--- src/rtl/mem_port_arbiter_if.sv ---
// Requester + memory-bus bundle for mem_port_arbiter.
// The master modport belongs to the arbiter, which masters the memory bus; slave is the cpu/memory side.
interface mem_port_arbiter_if #(
   parameter int XLEN   = 64,
   parameter int IALIGN = 32
);
   logic              if_req;
   logic [XLEN-1:0]   if_addr;
   logic [IALIGN-1:0] if_rdata;
   logic              if_done;
   logic              if_err;
   logic              d_re;
   logic              d_we;
   logic [XLEN-1:0]   d_addr;
   logic [1:0]        d_size;
   logic [XLEN-1:0]   d_wdata;
   logic [XLEN-1:0]   d_rdata;
   logic              d_done;
   logic              d_err;
   logic              fence_sig;
   logic              fence_ack;
   logic [XLEN-1:0]   mem_addr;
   logic [XLEN-1:0]   mem_wdata;
   logic [7:0]        mem_be;
   logic              mem_re;
   logic              mem_we;
   logic [XLEN-1:0]   mem_rdata;
   logic              mem_ready;
   logic              busy;

   modport master (
      input  if_req, if_addr, d_re, d_we, d_addr, d_size, d_wdata, fence_sig,
             mem_rdata, mem_ready,
      output if_rdata, if_done, if_err, d_rdata, d_done, d_err, fence_ack,
             mem_addr, mem_wdata, mem_be, mem_re, mem_we, busy
   );

   modport slave (
      output if_req, if_addr, d_re, d_we, d_addr, d_size, d_wdata, fence_sig,
             mem_rdata, mem_ready,
      input  if_rdata, if_done, if_err, d_rdata, d_done, d_err, fence_ack,
             mem_addr, mem_wdata, mem_be, mem_re, mem_we, busy
   );
endinterface

--- src/rtl/mem_port_arbiter.sv ---
// Shares one memory port between fetch and load/store; grant-to-done >= 2 cycles, one IDLE bubble between accesses.
// Strobes hold until mem_ready (or timeout abort); data may starve fetch for at most STARVE_LIMIT grants.
module mem_port_arbiter #(
   parameter int XLEN         = 64,
   parameter int IALIGN       = 32,
   parameter int TIMEOUT      = 255,
   parameter int STARVE_LIMIT = 2
) (
   input logic               clk,
   input logic               rst,
   mem_port_arbiter_if.master bus
);
   localparam int SW = $clog2(STARVE_LIMIT + 1);

   typedef enum logic [1:0] {IDLE, IF_ACC, D_ACC} state_t;

   state_t        state;
   logic [7:0]    to_cnt;
   logic [SW-1:0] starve_cnt;
   logic          fence_pending;
   logic [2:0]    lane;
   logic          mis;

   logic          d_pend;
   logic          grant_d;
   logic [2:0]    d_lane;
   logic [7:0]    base_be;
   logic          d_mis;

   always_comb begin
      d_pend  = bus.d_re | bus.d_we;
      d_lane  = bus.d_addr[2:0];
      base_be = 8'h00;
      d_mis   = 1'b0;
      case (bus.d_size)
         2'd0: base_be = 8'h01;
         2'd1: begin base_be = 8'h03; d_mis = d_lane[0];      end
         2'd2: begin base_be = 8'h0F; d_mis = |d_lane[1:0];   end
         default: begin base_be = 8'hFF; d_mis = |d_lane;     end
      endcase
      grant_d = d_pend && (!bus.if_req || starve_cnt < SW'(STARVE_LIMIT));
   end

   assign bus.busy = (state != IDLE);

   always_ff @(posedge clk or posedge rst) begin
      if (rst) begin
         state         <= IDLE;
         to_cnt        <= '0;
         starve_cnt    <= '0;
         fence_pending <= 1'b0;
         lane          <= '0;
         mis           <= 1'b0;
         bus.if_rdata  <= '0;
         bus.if_done   <= 1'b0;
         bus.if_err    <= 1'b0;
         bus.d_rdata   <= '0;
         bus.d_done    <= 1'b0;
         bus.d_err     <= 1'b0;
         bus.fence_ack <= 1'b0;
         bus.mem_addr  <= '0;
         bus.mem_wdata <= '0;
         bus.mem_be    <= '0;
         bus.mem_re    <= 1'b0;
         bus.mem_we    <= 1'b0;
      end else begin
         bus.if_done   <= 1'b0;
         bus.if_err    <= 1'b0;
         bus.d_done    <= 1'b0;
         bus.d_err     <= 1'b0;
         bus.fence_ack <= 1'b0;
         case (state)
            IDLE: begin
               if (fence_pending) begin
                  bus.fence_ack <= 1'b1;
                  fence_pending <= 1'b0;
               end else if (grant_d) begin
                  state         <= D_ACC;
                  starve_cnt    <= bus.if_req ? starve_cnt + 1'b1 : '0;
                  fence_pending <= bus.fence_sig;
                  to_cnt        <= '0;
                  lane          <= d_lane;
                  mis           <= d_mis;
                  bus.mem_addr  <= {bus.d_addr[XLEN-1:3], 3'b000};
                  // Misaligned accesses never touch the bus; D_ACC just reports the error.
                  bus.mem_be    <= d_mis ? 8'h00 : base_be << d_lane;
                  bus.mem_wdata <= bus.d_wdata << {d_lane, 3'b000};
                  bus.mem_we    <= !d_mis && bus.d_we;
                  bus.mem_re    <= !d_mis && !bus.d_we;
               end else if (bus.if_req) begin
                  state         <= IF_ACC;
                  starve_cnt    <= '0;
                  fence_pending <= bus.fence_sig;
                  to_cnt        <= '0;
                  lane          <= bus.if_addr[2:0];
                  mis           <= 1'b0;
                  bus.mem_addr  <= {bus.if_addr[XLEN-1:3], 3'b000};
                  bus.mem_be    <= bus.if_addr[2] ? 8'hF0 : 8'h0F;
                  bus.mem_wdata <= '0;
                  bus.mem_re    <= 1'b1;
                  bus.mem_we    <= 1'b0;
               end else if (bus.fence_sig) begin
                  bus.fence_ack <= 1'b1;
               end
            end
            default: begin
               if (bus.fence_sig) fence_pending <= 1'b1;
               if (mis) begin
                  bus.d_done <= 1'b1;
                  bus.d_err  <= 1'b1;
                  state      <= IDLE;
               end else if (bus.mem_ready) begin
                  bus.mem_re <= 1'b0;
                  bus.mem_we <= 1'b0;
                  state      <= IDLE;
                  if (state == IF_ACC) begin
                     bus.if_rdata <= IALIGN'(bus.mem_rdata >> {lane[2], 5'd0});
                     bus.if_done  <= 1'b1;
                  end else begin
                     if (bus.mem_re) bus.d_rdata <= bus.mem_rdata >> {lane, 3'b000};
                     bus.d_done <= 1'b1;
                  end
               end else if (to_cnt == 8'(TIMEOUT - 1)) begin
                  bus.mem_re <= 1'b0;
                  bus.mem_we <= 1'b0;
                  state      <= IDLE;
                  if (state == IF_ACC) begin
                     bus.if_rdata <= '0;
                     bus.if_done  <= 1'b1;
                     bus.if_err   <= 1'b1;
                  end else begin
                     bus.d_rdata <= '0;
                     bus.d_done  <= 1'b1;
                     bus.d_err   <= 1'b1;
                  end
               end else begin
                  to_cnt <= to_cnt + 8'd1;
               end
            end
         endcase
      end
   end
endmodule

--- src/flat_wrapper.sv ---
// flat-port wrapper written by rule: the top's interface ports become plain ports
module mem_port_arbiter_flat 
#(
   parameter int XLEN         = 64,
   parameter int IALIGN       = 32,
   parameter int TIMEOUT      = 255,
   parameter int STARVE_LIMIT = 2
)
  (clk, rst, bus_if_req, bus_if_addr, bus_d_re, bus_d_we, bus_d_addr, bus_d_size, bus_d_wdata, bus_fence_sig, bus_mem_rdata, bus_mem_ready, bus_if_rdata, bus_if_done, bus_if_err, bus_d_rdata, bus_d_done, bus_d_err, bus_fence_ack, bus_mem_addr, bus_mem_wdata, bus_mem_be, bus_mem_re, bus_mem_we, bus_busy);
  mem_port_arbiter_if #(.XLEN(XLEN), .IALIGN(IALIGN)) bus_i ();
  input logic clk;
  input logic rst;
  input wire logic [$bits(bus_i.if_req)-1:0] bus_if_req;
  input wire logic [$bits(bus_i.if_addr)-1:0] bus_if_addr;
  input wire logic [$bits(bus_i.d_re)-1:0] bus_d_re;
  input wire logic [$bits(bus_i.d_we)-1:0] bus_d_we;
  input wire logic [$bits(bus_i.d_addr)-1:0] bus_d_addr;
  input wire logic [$bits(bus_i.d_size)-1:0] bus_d_size;
  input wire logic [$bits(bus_i.d_wdata)-1:0] bus_d_wdata;
  input wire logic [$bits(bus_i.fence_sig)-1:0] bus_fence_sig;
  input wire logic [$bits(bus_i.mem_rdata)-1:0] bus_mem_rdata;
  input wire logic [$bits(bus_i.mem_ready)-1:0] bus_mem_ready;
  output wire logic [$bits(bus_i.if_rdata)-1:0] bus_if_rdata;
  output wire logic [$bits(bus_i.if_done)-1:0] bus_if_done;
  output wire logic [$bits(bus_i.if_err)-1:0] bus_if_err;
  output wire logic [$bits(bus_i.d_rdata)-1:0] bus_d_rdata;
  output wire logic [$bits(bus_i.d_done)-1:0] bus_d_done;
  output wire logic [$bits(bus_i.d_err)-1:0] bus_d_err;
  output wire logic [$bits(bus_i.fence_ack)-1:0] bus_fence_ack;
  output wire logic [$bits(bus_i.mem_addr)-1:0] bus_mem_addr;
  output wire logic [$bits(bus_i.mem_wdata)-1:0] bus_mem_wdata;
  output wire logic [$bits(bus_i.mem_be)-1:0] bus_mem_be;
  output wire logic [$bits(bus_i.mem_re)-1:0] bus_mem_re;
  output wire logic [$bits(bus_i.mem_we)-1:0] bus_mem_we;
  output wire logic [$bits(bus_i.busy)-1:0] bus_busy;
  assign bus_i.if_req = bus_if_req;
  assign bus_i.if_addr = bus_if_addr;
  assign bus_i.d_re = bus_d_re;
  assign bus_i.d_we = bus_d_we;
  assign bus_i.d_addr = bus_d_addr;
  assign bus_i.d_size = bus_d_size;
  assign bus_i.d_wdata = bus_d_wdata;
  assign bus_i.fence_sig = bus_fence_sig;
  assign bus_i.mem_rdata = bus_mem_rdata;
  assign bus_i.mem_ready = bus_mem_ready;
  assign bus_if_rdata = bus_i.if_rdata;
  assign bus_if_done = bus_i.if_done;
  assign bus_if_err = bus_i.if_err;
  assign bus_d_rdata = bus_i.d_rdata;
  assign bus_d_done = bus_i.d_done;
  assign bus_d_err = bus_i.d_err;
  assign bus_fence_ack = bus_i.fence_ack;
  assign bus_mem_addr = bus_i.mem_addr;
  assign bus_mem_wdata = bus_i.mem_wdata;
  assign bus_mem_be = bus_i.mem_be;
  assign bus_mem_re = bus_i.mem_re;
  assign bus_mem_we = bus_i.mem_we;
  assign bus_busy = bus_i.busy;
  mem_port_arbiter #(.XLEN(XLEN), .IALIGN(IALIGN), .TIMEOUT(TIMEOUT), .STARVE_LIMIT(STARVE_LIMIT)) u_core (.clk(clk), .rst(rst), .bus(bus_i));
endmodule
--- config.mk ---
export PLATFORM = sky130hd
export DESIGN_NAME = mem_port_arbiter_flat
export DESIGN_NICKNAME = d
export VERILOG_FILES = /design/src/rtl/mem_port_arbiter_if.sv /design/src/rtl/mem_port_arbiter.sv /design/src/flat_wrapper.sv
export SDC_FILE = /design/constraint.sdc
export NUM_CORES = 1
export LEC_CHECK = 0
export CAP_MARGIN = 10
export CORE_AREA = 2 2 194 196
export CTS_BUF_LIST = sky130_fd_sc_hd__clkbuf_2
export CTS_CLUSTER_SIZE = 16
export DETAILED_ROUTE_END_ITERATION = 10
export DIE_AREA = 0 0 196 198
export HOLD_SLACK_MARGIN = 0.03
export PLACE_DENSITY = 0.73
export SYNTH_ARGS = -nofsm -noshare
export SYNTH_HDL_FRONTEND = slang
export SYNTH_SLANG_ARGS = --single-unit
--- constraint.sdc ---
create_clock -name clk -period 13.1 [get_ports clk]
set_input_delay 3.275 -clock clk [delete_from_list [all_inputs] [get_ports clk]]
set_output_delay 3.275 -clock clk [all_outputs]
set_load 0.01 [all_outputs]
Word level (Yosys, flattened, before mapping) --
Cells that the tools add are included.
Storage, ports and cells: register bits 256
Cells by class: add/subtract/negate cells 2, $lt $le $gt $ge 1, equal/unequal tests 10, shift operators 4, muxes and demuxes 76, bitwise logic cells 5, reductions and logical operators 23
Operators by type and width (count):
- 64-bit two-way mux | 9
- 32-bit two-way mux | 4
- 8-bit two-way mux | 11
- 64-bit by 6-bit left shift with 64-bit output | 1
- 64-bit by 6-bit >> shifter with 32-bit output | 1
- 64-bit by 6-bit >> shifter with 64-bit output | 1
- 1-bit two-way mux | 38
- 8-bit case mux with 3 select lines | 1
- 2-bit two-way mux | 10
- 5-bit AND reduction | 2
- 8-bit by 1-bit adder with 8-bit output, second input constant | 1
- 8-bit == test, second input constant | 1
- 4-bit AND reduction | 2
- 2-bit nonzero test | 4
- 8-bit by 3-bit left shift with 8-bit output | 1
- 3-bit two-way mux | 2
- 2-bit inequality test, second input constant | 3
- 3-bit AND reduction | 2
- 2-bit by 1-bit == test with 1-bit output, second input constant | 2
- 2-bit logical NOT | 2
- 2-bit by 1-bit inequality test with 1-bit output, second input constant | 2
- 1-bit NOT | 4
- 4-bit nonzero test | 1
- 1-bit logical AND | 3
- 11 further kinds | 13

Depth between registers and ports, before layout --
Gate-level depths: netlist of the first run.
depth in word-level cells 7, depth in mapped cells 8

Least setup slack after synthesis of the first run --
OpenSTA, ideal clock, no wires.
path type input-to-reg, start input port bus_d_addr[0], end register u_core.bus.mem_wdata[57] (netlist bit), data arrival time 4.594 ns, required time 12.974 ns, slack 8.380 ns, cell stages on the path 7, buffers on the path 3, path through buf_2 > buf_4 > buf_2 > mux2_2 > mux2i_1 > nor2_1 > a221o_1
On the way: word-level cells in the longest chain between the ends 2
RTL lines:
- start: declaration | line flat_wrapper.sv:17 | input wire logic [$bits(bus_i.d_addr)-1:0] bus_d_addr;
- 64-bit by 6-bit left shift with 64-bit output | line mem_port_arbiter.sv:87 | bus.mem_wdata <= bus.d_wdata << {d_lane, 3'b000};
- 64-bit two-way mux | line mem_port_arbiter.sv:77 | end else if (grant_d) begin
- end signal: assignment | line mem_port_arbiter.sv:87
- end: declaration | line mem_port_arbiter_if.sv:35 | mem_addr, mem_wdata, mem_be, mem_re, mem_we, busy
Every way passes these cells. A chain may end at the register's enable or synchronous reset.

Worst setup path after layout of the first run --
start register u_core.state[1], end output port bus_busy
On the way: word-level cells in the longest chain between the ends 1
RTL lines:
- start: declaration | line mem_port_arbiter.sv:17 | state_t state;
- start signal: assignment | line mem_port_arbiter.sv:48 | state <= IDLE;
- start signal: assignment | line mem_port_arbiter.sv:78 | state <= D_ACC;
- start signal: assignment | line mem_port_arbiter.sv:91 | state <= IF_ACC;
- 2-bit nonzero test | line mem_port_arbiter.sv:44 | assign bus.busy = (state != IDLE);
- end: declaration | line flat_wrapper.sv:35 | output wire logic [$bits(bus_i.busy)-1:0] bus_busy;
Every way passes these cells.

==> results of run 1 <==
## registers in the layout, indices dropped and copies added, names as in the netlist, 2 cells and up
register              cells
u_core.bus.d_rdata       64
u_core.bus.mem_wdata     64
u_core.bus.mem_addr      61
u_core.bus.if_rdata      32
u_core.bus.mem_be         8
u_core.to_cnt             8
u_core.lane               3
u_core.starve_cnt         2
u_core.state              2
## final timing paths
path                                             from                       to  slack, ns  cells past startpoint
worst max register to register        u_core.state[1]  u_core.bus.mem_addr[59]      10.30                      5
max in group asynchronous                         rst          u_core.state[0]       7.98                      4
worst min register to register  u_core.bus.d_rdata[9]    u_core.bus.d_rdata[9]       0.48                      1
min in group asynchronous                         rst        u_core.bus.if_err       2.92                      2
worst min-delay path            u_core.bus.d_rdata[9]    u_core.bus.d_rdata[9]       0.48                      1
worst max-delay path                  u_core.state[1]                 bus_busy       7.37                      3
## power by group
part           switching [mW]  internal [mW]
registers               0.226           1.11
clock network           0.360          0.245
logic                    1.07           1.04
total                    1.65           2.40
## logic make-up (layout without fill, tap and decap cells)
family                     after synthesis  count (layout)
AOI/OAI and AO/OA                      327             327
xor gates and xnor gates                 4               4
adders and majority gates                2               2
buffers and inverters                  148             670
DFF                                    253             253
muxes                                  186             186
other                                    1               4
and+or+nand+nor                        456             456
## layout by cell type (no fill, tap or decap), types with 5 or more instances in the layout
| master | Yosys | layout |
|---|---|---|
| clkdlybuf4s50_1 | 0 | 499 |
| dfrtp_1 | 253 | 250 |
| nand2_1 | 244 | 244 |
| nor2_1 | 138 | 137 |
| clkbuf_2 | 1 | 113 |
| mux2i_1 | 97 | 97 |
| a31oi_1 | 64 | 64 |
| mux2_2 | 52 | 52 |
| o21ai_0 | 49 | 49 |
| a21oi_1 | 38 | 38 |
| o31ai_1 | 30 | 30 |
| a221o_1 | 27 | 27 |
| a22o_1 | 27 | 27 |
| nand3_1 | 25 | 25 |
| mux4_2 | 24 | 24 |
| inv_1 | 22 | 21 |
| buf_4 | 12 | 17 |
| a221oi_1 | 16 | 16 |
| a211oi_1 | 16 | 16 |
| mux2_4 | 13 | 13 |
| clkinv_1 | 2 | 11 |
| nor2b_1 | 10 | 10 |
| a32o_1 | 9 | 9 |
| a2bb2oi_1 | 8 | 8 |
| a22oi_1 | 8 | 8 |
| o21ai_1 | 8 | 8 |
| a21o_1 | 8 | 8 |
| o221ai_1 | 8 | 8 |
| nand2b_1 | 8 | 7 |
| nor3_1 | 5 | 5 |
## stage by stage
stage | hold WS, ns | utilization [%] | setup slack [ns]
global placement | 0.4615 | 50.86 | 6.879
detailed placement | 0.4664 | 50.86 | 6.796
finish | 0.4797 | 52.65 | 7.371
floorplan | 0.4714 | - | 2.868
global route | 0.5126 | 52.65 | 7.184
CTS | 0.4880 | 52.61 | 7.253
## worst max-delay path: stages, from the launching register on
cell,delay (ns)
dfrtp_1,0.50
nor2_1,0.37
inv_2,0.10
clkdlybuf4s50_1,0.57
## metal layers
layer | GRT usage (%) | wire length, µm | vias to the layer above
li1 | - | - | 5950
met1 | 32.14 | 20460 | 6480
met2 | 46.21 | 26870 | 662
met3 | 8.091 | 4977 | 108
met4 | 11.90 | 1886 | 0
met5 | 0 | 0 | -
## final cells by class
cell class,instances,area [µm²]
Fill cell,3357,17500
Multi-Input combinational cell,978,6639
Sequential cell,253,6335
Timing Repair Buffer,518,5139
Tap cell,474,593.1
Clock buffer,113,565.5
Inverter,25,101.3
Clock inverter,14,81.33
Antenna cell,1,2.502
==> results_dict.tcl, run 1 <==
set metrics [dict create \
    synth_area_leader_cell "dfrtp_1" \
    cts.path.max_buffers 3 \
    synth_edf_count 0 \
    core_area_um2 36960 \
    stdcell_area_um2 19460 \
    syn_area_um2 13610 \
    rsz0062_at_grt "false" \
    drc_errors 0 \
    cts_hold_buf 0 \
    wire_per_inst_um 22.81 \
    grt_max_degree 131 \
    cts-root-buf "clkbuf_2" \
    antenna_found_initial 2 \
    pin_count 505 \
    power_leakage_nw 8.536 \
    dominantRegCellSynth "dfrtp_1" \
    fin_cells 2376 \
    syn-instance-count 1377 \
    critPathKind "reg2out" \
    synth_top_area_share_pct 46.53 \
    dr_total_vias 13200 \
    fin_crit_ns 5.729 \
    synth-xor-area-share_pct 0.2575 \
    wl_um 54190 \
    async_flop_share_pct 100.0 \
    outcome "finished, final reports clean" \
    dr.pass1.iters 6 \
    grt_pass1_wl_um 80370 \
    worstMarginPinSlew_ns 1.203 \
    synth_most_common_cell "dfrtp_1" \
    rows 71 \
    setup.worst_path.end_class "output port" \
    numCtsBuffers 72 \
    p_total_mw 4.052 \
    drt-initial-drc-count 1032 \
    grt_pass1_vias 13260 \
    clk_pin_slew_worst_paths_ns 0.11 \
    synthSimpleGateAreaFrac_pct 14.01 \
    grt-ovfl-total 0 \
    critPathRequiredTime_ns 9.82 \
    fmax_mhz 174.5 \
    cts_post_setup_buffers_inserted 0 \
    critPathMaxFanout 9 \
    antenna_left 0 \
    synth.avg_cell_area_um2 9.881 \
    clk_latency_ns 0.97 \
    period_share_pct 43.73 \
    post_route_cells_drive_above_1_share_pct 12.84 \
    cts_sinks 253 \
    muxShareOfSynthArea_pct 16.85 \
    synthTopCellsByCount "dfrtp_1 (253), nand2_1 (244), nor2_1 (138)" \
    p_per_area_nw_per_um2 208.2 \
    final_nets 2115 \
    dp_hpwl_um 39310 \
    arrival_ns 2.45 \
    cts_htree_levels 3 \
    synth-seq-cells 253 \
    peakVddDrop_v 0.0001764 \
    place_congestion 0.9347 \
    tritoncts "done" \
    finalHoldViolations 0 \
    relSlewSlack_pct 19.82 \
    synth_cell_types 65 \
    place_inst 2247 \
    maxCapViolations 0 \
    syn2layout_area_growth_pct 43.00 \
    synth_top_family_by_area "compound AO/OA/AOI/OAI gates" \
    die_width_um 196 \
    placement.io_buffers 501 \
    drv_slew 0 \
    grt_usage_pct 27.25 \
    setup-violations-final 0 \
    cts-resized-gates 0 \
    min_path_type "reg2reg" \
    vias_per_cell 5.556 \
    synth-compound-area-share_pct 17.10 \
    synth_seq_area_share_pct 46.53 \
    initial_core_util_pct 36.82 \
    synth_area_leaders "dfrtp_1 (47%), mux2i_1 (7.1%), nand2_1 (6.7%), mux2_2 (4.3%), mux4_2 (4.0%)" \
    fin_skew_ns 0.09956 \
    start_kind "flip-flop" \
    die_y_um 198 \
    placed_area_um2 18800 \
    ys_warn_count 0 \
    setup-tns-final_ns 0 \
    synth_fa_ha_area_share_pct 0.1839 \
    dieArea_um2 38810 \
]
No activity file was read; power rests on OpenSTA's default activity.
==> run 2: changes to the inputs <==
--- a/config.mk
+++ b/config.mk
@@ -12,7 +12,7 @@
 export DETAILED_ROUTE_END_ITERATION = 10
 export DIE_AREA = 0 0 196 198
 export HOLD_SLACK_MARGIN = 0.03
-export PLACE_DENSITY = 0.73
+export PLACE_DENSITY = 0.76
 export SYNTH_ARGS = -nofsm -noshare
 export SYNTH_HDL_FRONTEND = slang
 export SYNTH_SLANG_ARGS = --single-unit
==> constraint.sdc (replaced) <==
create_clock -name clk -period 4.95 [get_ports clk]
set_input_delay 1.2375 -clock clk [delete_from_list [all_inputs] [get_ports clk]]
set_output_delay 1.2375 -clock clk [all_outputs]
set_load 0.01 [all_outputs]
==> run 2 against run 1 <==
Effect of this change: total power increased to 2.7 times the previous value; combinational power increased to 2.6 times the previous value; worst hold slack improved by 0.0098 ns; clock-buffer cell count decreased by 23; cell count unchanged; register-to-register slack got worse by 8.0 ns; clock skew decreased by 0.015 ns; sequential power increased to 2.7 times the previous value; utilization increased by 0.25 points; first-iteration DRC count increased by 24%; worst setup slack got worse by 6.2 ns; flip-flop and latch count unchanged; critical endpoint unchanged; highest routed layer unchanged.
==> results_dict.tcl, run 2 (synthesized netlist as in run 1, its figures left out) <==
set metrics [dict create \
    outcome "finished, final reports clean" \
    critPathRequiredTime_ns 3.71 \
    wl_um 54320 \
    fin_crit_ns 3.776 \
    fillers 3291 \
    core_area_um2 36960 \
    final_cell_mix "clkdlybuf4s50_1 (499), dfrtp_1 (250), nand2_1 (244)" \
    clk_pin_slew_worst_paths_ns 0.12 \
    die_width_um 196 \
    maxCapViolations 0 \
    dp_hpwl_um 40620 \
    p_total_mw 10.75 \
    stdcell_area_um2 19550 \
    crit_chain "nor2_1, inv_2, clkdlybuf4s50_1" \
    drv_slew 0 \
    grt_pass1_wl_um 80250 \
    power_leakage_nw 8.538 \
    pin_count 505 \
    relSlewSlack_pct 30.99 \
    grt_pass1_vias 13360 \
    peakVddDrop_v 0.0002914 \
    drc_errors 0 \
    cts_post_setup_buffers_inserted 0 \
    grt_usage_pct 27.22 \
    dr_total_vias 13350 \
    whs_ns 0.4895 \
    cts-resized-gates 0 \
    setup-violations-final 0 \
    final_common_cell "clkdlybuf4s50_1" \
    grt_max_degree 97 \
    antenna_found_initial 1 \
    crit_buf_inv 2 \
    placement.io_buffers 501 \
    cts_sinks 253 \
    place_congestion 0.9372 \
    cts.path.max_buffers 3 \
    tritoncts "done" \
    setup_ws_ns 1.174 \
    numCtsBuffers 70 \
    worst-r2r-cell-count 6 \
    clk_latency_ns 0.93 \
    post-route-util_pct 52.90 \
    max_stage_delay_ns 0.57 \
    arrival_ns 2.54 \
    setup-tns-final_ns 0 \
    fin_cells 2376 \
    cpMaxStageDelayCell "clkdlybuf4s50_1" \
    syn2layout_area_growth_pct 43.69 \
    dieArea_um2 38810 \
    cts-root-buf "clkbuf_2" \
    fin_skew_ns 0.08423 \
    finalHoldViolations 0 \
    rsz0062_at_grt "false" \
    die_y_um 198 \
    dr.pass1.iters 5 \
    worstSetupPathDepth 3 \
    setup.worst_path.end_class "output port" \
    period_share_pct 76.28 \
    cpLargestDelayFamily "buffers and inverters" \
    post_route_cells_drive_above_1_share_pct 12.36 \
    start_kind "flip-flop" \
    cts_hold_buf 0 \
    place_ws_ns 1.168 \
    p_per_area_nw_per_um2 549.8 \
    critPathKind "reg2out" \
    cts_htree_levels 3 \
    vias_per_cell 5.619 \
    initial_core_util_pct 36.82 \
    drt-initial-drc-count 1281 \
    antenna_left 0 \
    worstMarginPinSlew_ns 1.035 \
    min_path_type "reg2reg" \
    place_inst 2255 \
    placed_area_um2 18910 \
    reg_top3 "u_core.bus.d_rdata: 64 flops, u_core.bus.mem_wdata: 64 flops, u_core.bus.mem_addr: 61 flops" \
    rows 71 \
    hold_depth 2 \
    grt-ovfl-total 0 \
    critPathMaxFanout 9 \
    final_nets 2121 \
    wire_per_inst_um 22.86 \
    fmax_mhz 264.8 \
]
## run 2: cell types whose count changed in the layout (fill, tap and decap cells not counted)
| cell | before | now |
|---|---|---|
| clkinv_2 | 2 | 5 |
| inv_8 | 1 | 0 |
| buf_12 | 0 | 5 |
| clkbuf_2 | 113 | 90 |
| bufinv_16 | 1 | 2 |
| clkinvlp_4 | 0 | 3 |
| buf_4 | 17 | 21 |
| buf_6 | 1 | 0 |
| clkinv_1 | 11 | 20 |
## run 2: worst paths after layout
check	from	slack, ns	to
setup / recovery	u_core.state[1]	1.17	bus_busy
hold / removal	u_core.bus.d_rdata[43]	0.49	u_core.bus.d_rdata[43]
setup reg to reg	u_core.lane[0]	2.29	u_core.bus.d_rdata[14]
hold reg to reg	u_core.bus.d_rdata[43]	0.49	u_core.bus.d_rdata[43]
max in group asynchronous	rst	3.19	u_core.bus.d_rdata[56]
min in group asynchronous	rst	0.86	u_core.bus.d_rdata[41]
## run 2: metal layers
layer / vias to the layer above / wire (µm) / GRT usage [%]
met5: - / 0 / 0
met4: 0 / 2118 / 12.60
li1: 5954 / - / -
met2: 838 / 26390 / 45.39
met1: 6449 / 20890 / 33.51
met3: 110 / 4927 / 6.455
## run 2: area by class of cell
cell class	instances	area, µm²	share of cell area [%]
antenna	1	2.502	0.01280
clock buffer	90	450.4	2.304
clock inverter	29	175.2	0.8960
inverter	25	97.59	0.4992
multi-input combinational	978	6639	33.96
sequential	253	6335	32.40
tap	474	593.1	3.034
timing repair buffer	526	5258	26.89
## run 2: power by group
group          total [mW]  leakage (nW)  switching, mW  internal, mW
Sequential           3.65          3.19          0.708          2.94
Clock                1.56         0.459          0.954         0.607
Combinational        5.54          4.89           2.77          2.77
Total                10.7          8.54           4.43          6.32
## run 2: worst min-delay path, cell delays in order, from the launching register on
cell and delay (ns):
dfrtp_1 0.35, nand2_1 0.05, o31ai_1 0.06
==> run 3: changes to the inputs <==
--- a/config.mk
+++ b/config.mk
@@ -12,7 +12,7 @@
 export DETAILED_ROUTE_END_ITERATION = 10
 export DIE_AREA = 0 0 196 198
 export HOLD_SLACK_MARGIN = 0.03
-export PLACE_DENSITY = 0.76
+export PLACE_DENSITY = 0.73
 export SYNTH_ARGS = -nofsm -noshare
 export SYNTH_HDL_FRONTEND = slang
 export SYNTH_SLANG_ARGS = --single-unit
==> constraint.sdc (replaced) <==
create_clock -name clk -period 3.75 [get_ports clk]
set_input_delay 0.9375 -clock clk [delete_from_list [all_inputs] [get_ports clk]]
set_output_delay 0.9375 -clock clk [all_outputs]
set_load 0.01 [all_outputs]
==> run 3 against run 2 <==
Effect of this change: flip-flop and latch count is the same; clock skew grew 0.011 ns; clock-buffer cell count grew 14; critical path depth is the same.
==> results_dict.tcl, run 3 (synthesized netlist as in run 1, its figures left out) <==
set metrics [dict create \
    setup-violations-final 0 \
    grt_pass1_wl_um 81300 \
    cts-resized-gates 0 \
    grt_usage_pct 27.74 \
    core_area_um2 36960 \
    grt_pass1_vias 13340 \
    fin_crit_ns 3.398 \
    clk_pin_slew_worst_paths_ns 0.09 \
    p_total_mw 14.41 \
    stdcell_area_um2 19880 \
    rows 71 \
    cts_post_setup_buffers_inserted 0 \
    met3_length_um 5530 \
    pin_count 505 \
    fin_cells 2405 \
    clk_latency_ns 0.93 \
    start_kind "flip-flop" \
    critPathRequiredTime_ns 2.81 \
    die_width_um 196 \
    dieArea_um2 38810 \
    dr_total_vias 13420 \
    antenna_found_initial 5 \
    setup.worst_path.end_class "output port" \
    min_path_type "reg2reg" \
    drv_slew 0 \
    met2WireLength_um 27160 \
    placement.io_buffers 501 \
    cts_htree_levels 3 \
    drt-initial-drc-count 1203 \
    post-route-util_pct 53.80 \
    wl_um 55150 \
    setup-tns-final_ns 0 \
    fillers 3373 \
    wire_per_inst_um 22.93 \
    critPathKind "reg2out" \
    outcome "finished, final reports clean" \
    rsz0062_at_grt "false" \
    worstMarginPinSlew_ns 0.9466 \
    vias_per_cell 5.582 \
    min_to "u_core.bus.mem_wdata[26]" \
    die_y_um 198 \
    cts_sinks 253 \
    fmax_mhz 294.3 \
    maxCapViolations 0 \
    peakVddDrop_v 0.0003522 \
    setup_ws_ns 0.3516 \
    final_cell_mix "clkdlybuf4s50_1 (499), dfrtp_1 (250), nand2_1 (244)" \
    critPathMaxFanout 9 \
    initial_core_util_pct 36.82 \
    post_route_cells_drive_above_1_share_pct 13.89 \
    cts.path.max_buffers 3 \
    reg_top3 "u_core.bus.d_rdata: 64 flops, u_core.bus.mem_wdata: 64 flops, u_core.bus.mem_addr: 61 flops" \
    final_common_cell "clkdlybuf4s50_1" \
    placed_area_um2 19200 \
    dr.pass1.iters 8 \
    place_inst 2280 \
    tritoncts "done" \
    syn2layout_area_growth_pct 46.13 \
    whs_ns 0.4820 \
    arrival_ns 2.46 \
    fin_skew_ns 0.09530 \
    min_from "u_core.bus.mem_wdata[26]" \
    r2r_end "u_core.bus.if_rdata[31]" \
    place_ws_ns 0.5131 \
    period_share_pct 90.62 \
    finalHoldViolations 0 \
    r2r_start "u_core.to_cnt[0]" \
    p_per_area_nw_per_um2 724.8 \
    antenna_left 0 \
    relSlewSlack_pct 36.90 \
    r2r_slack_ns 1.28 \
    cts_hold_buf 0 \
    worst-r2r-cell-count 7 \
    final_nets 2147 \
    drc_errors 0 \
    dp_hpwl_um 41930 \
    grt-ovfl-total 0 \
    routed.top_layer "met5" \
    numCtsBuffers 72 \
    place_congestion 0.9228 \
    grt_max_degree 113 \
    met1Wirelength_um 20470 \
    cts-root-buf "clkbuf_2" \
    hold_depth 2 \
    power_leakage_nw 8.742 \
]
[run 3: area by class of cell]
cell class                 count  area [µm²]  share of cell area, %
multi-input combinational    978        6639                  33.39
sequential                   253        6335                  31.86
timing repair buffer         550        5538                  27.85
tap                          474       593.1                  2.983
clock buffer                 104       520.5                  2.618
clock inverter                20       156.4                 0.7867
inverter                      25       97.59                 0.4909
antenna                        1       2.502                0.01259
[run 3: critical path: stages, from the launching register on]
cell,delay (ns)
dfrtp_1,0.49
nor2_1,0.41
inv_2,0.10
clkdlybuf4s50_1,0.55
[run 3: where the power goes]
part | internal [mW] | switching [mW]
Clock | 0.943 | 1.26
Sequential | 3.88 | 0.930
Combinational | 3.73 | 3.66
[run 3: worst max-delay path by stage]
| stage | startpoint | endpoint | cells past startpoint |
|---|---|---|---|
| 2_1_floorplan | rst | u_core.bus.d_done | 1 |
| 3_3_place_gp | bus_mem_ready | u_core.bus.if_rdata[31] | 5 |
| 3_5_place_dp | bus_mem_ready | u_core.bus.if_rdata[11] | 4 |
| 4_1_cts | u_core.state[1] | bus_busy | 3 |
| 5_1_grt | u_core.state[1] | bus_busy | 3 |
| 6_report | u_core.state[1] | bus_busy | 3 |
[run 3: layer usage]
| layer | track usage [%] | up-vias |
|---|---|---|
| met2 | 47.36 | 758 |
| met5 | 0 | - |
| li1 | - | 6004 |
| met4 | 11.73 | 10 |
| met3 | 8.653 | 123 |
| met1 | 32.33 | 6529 |
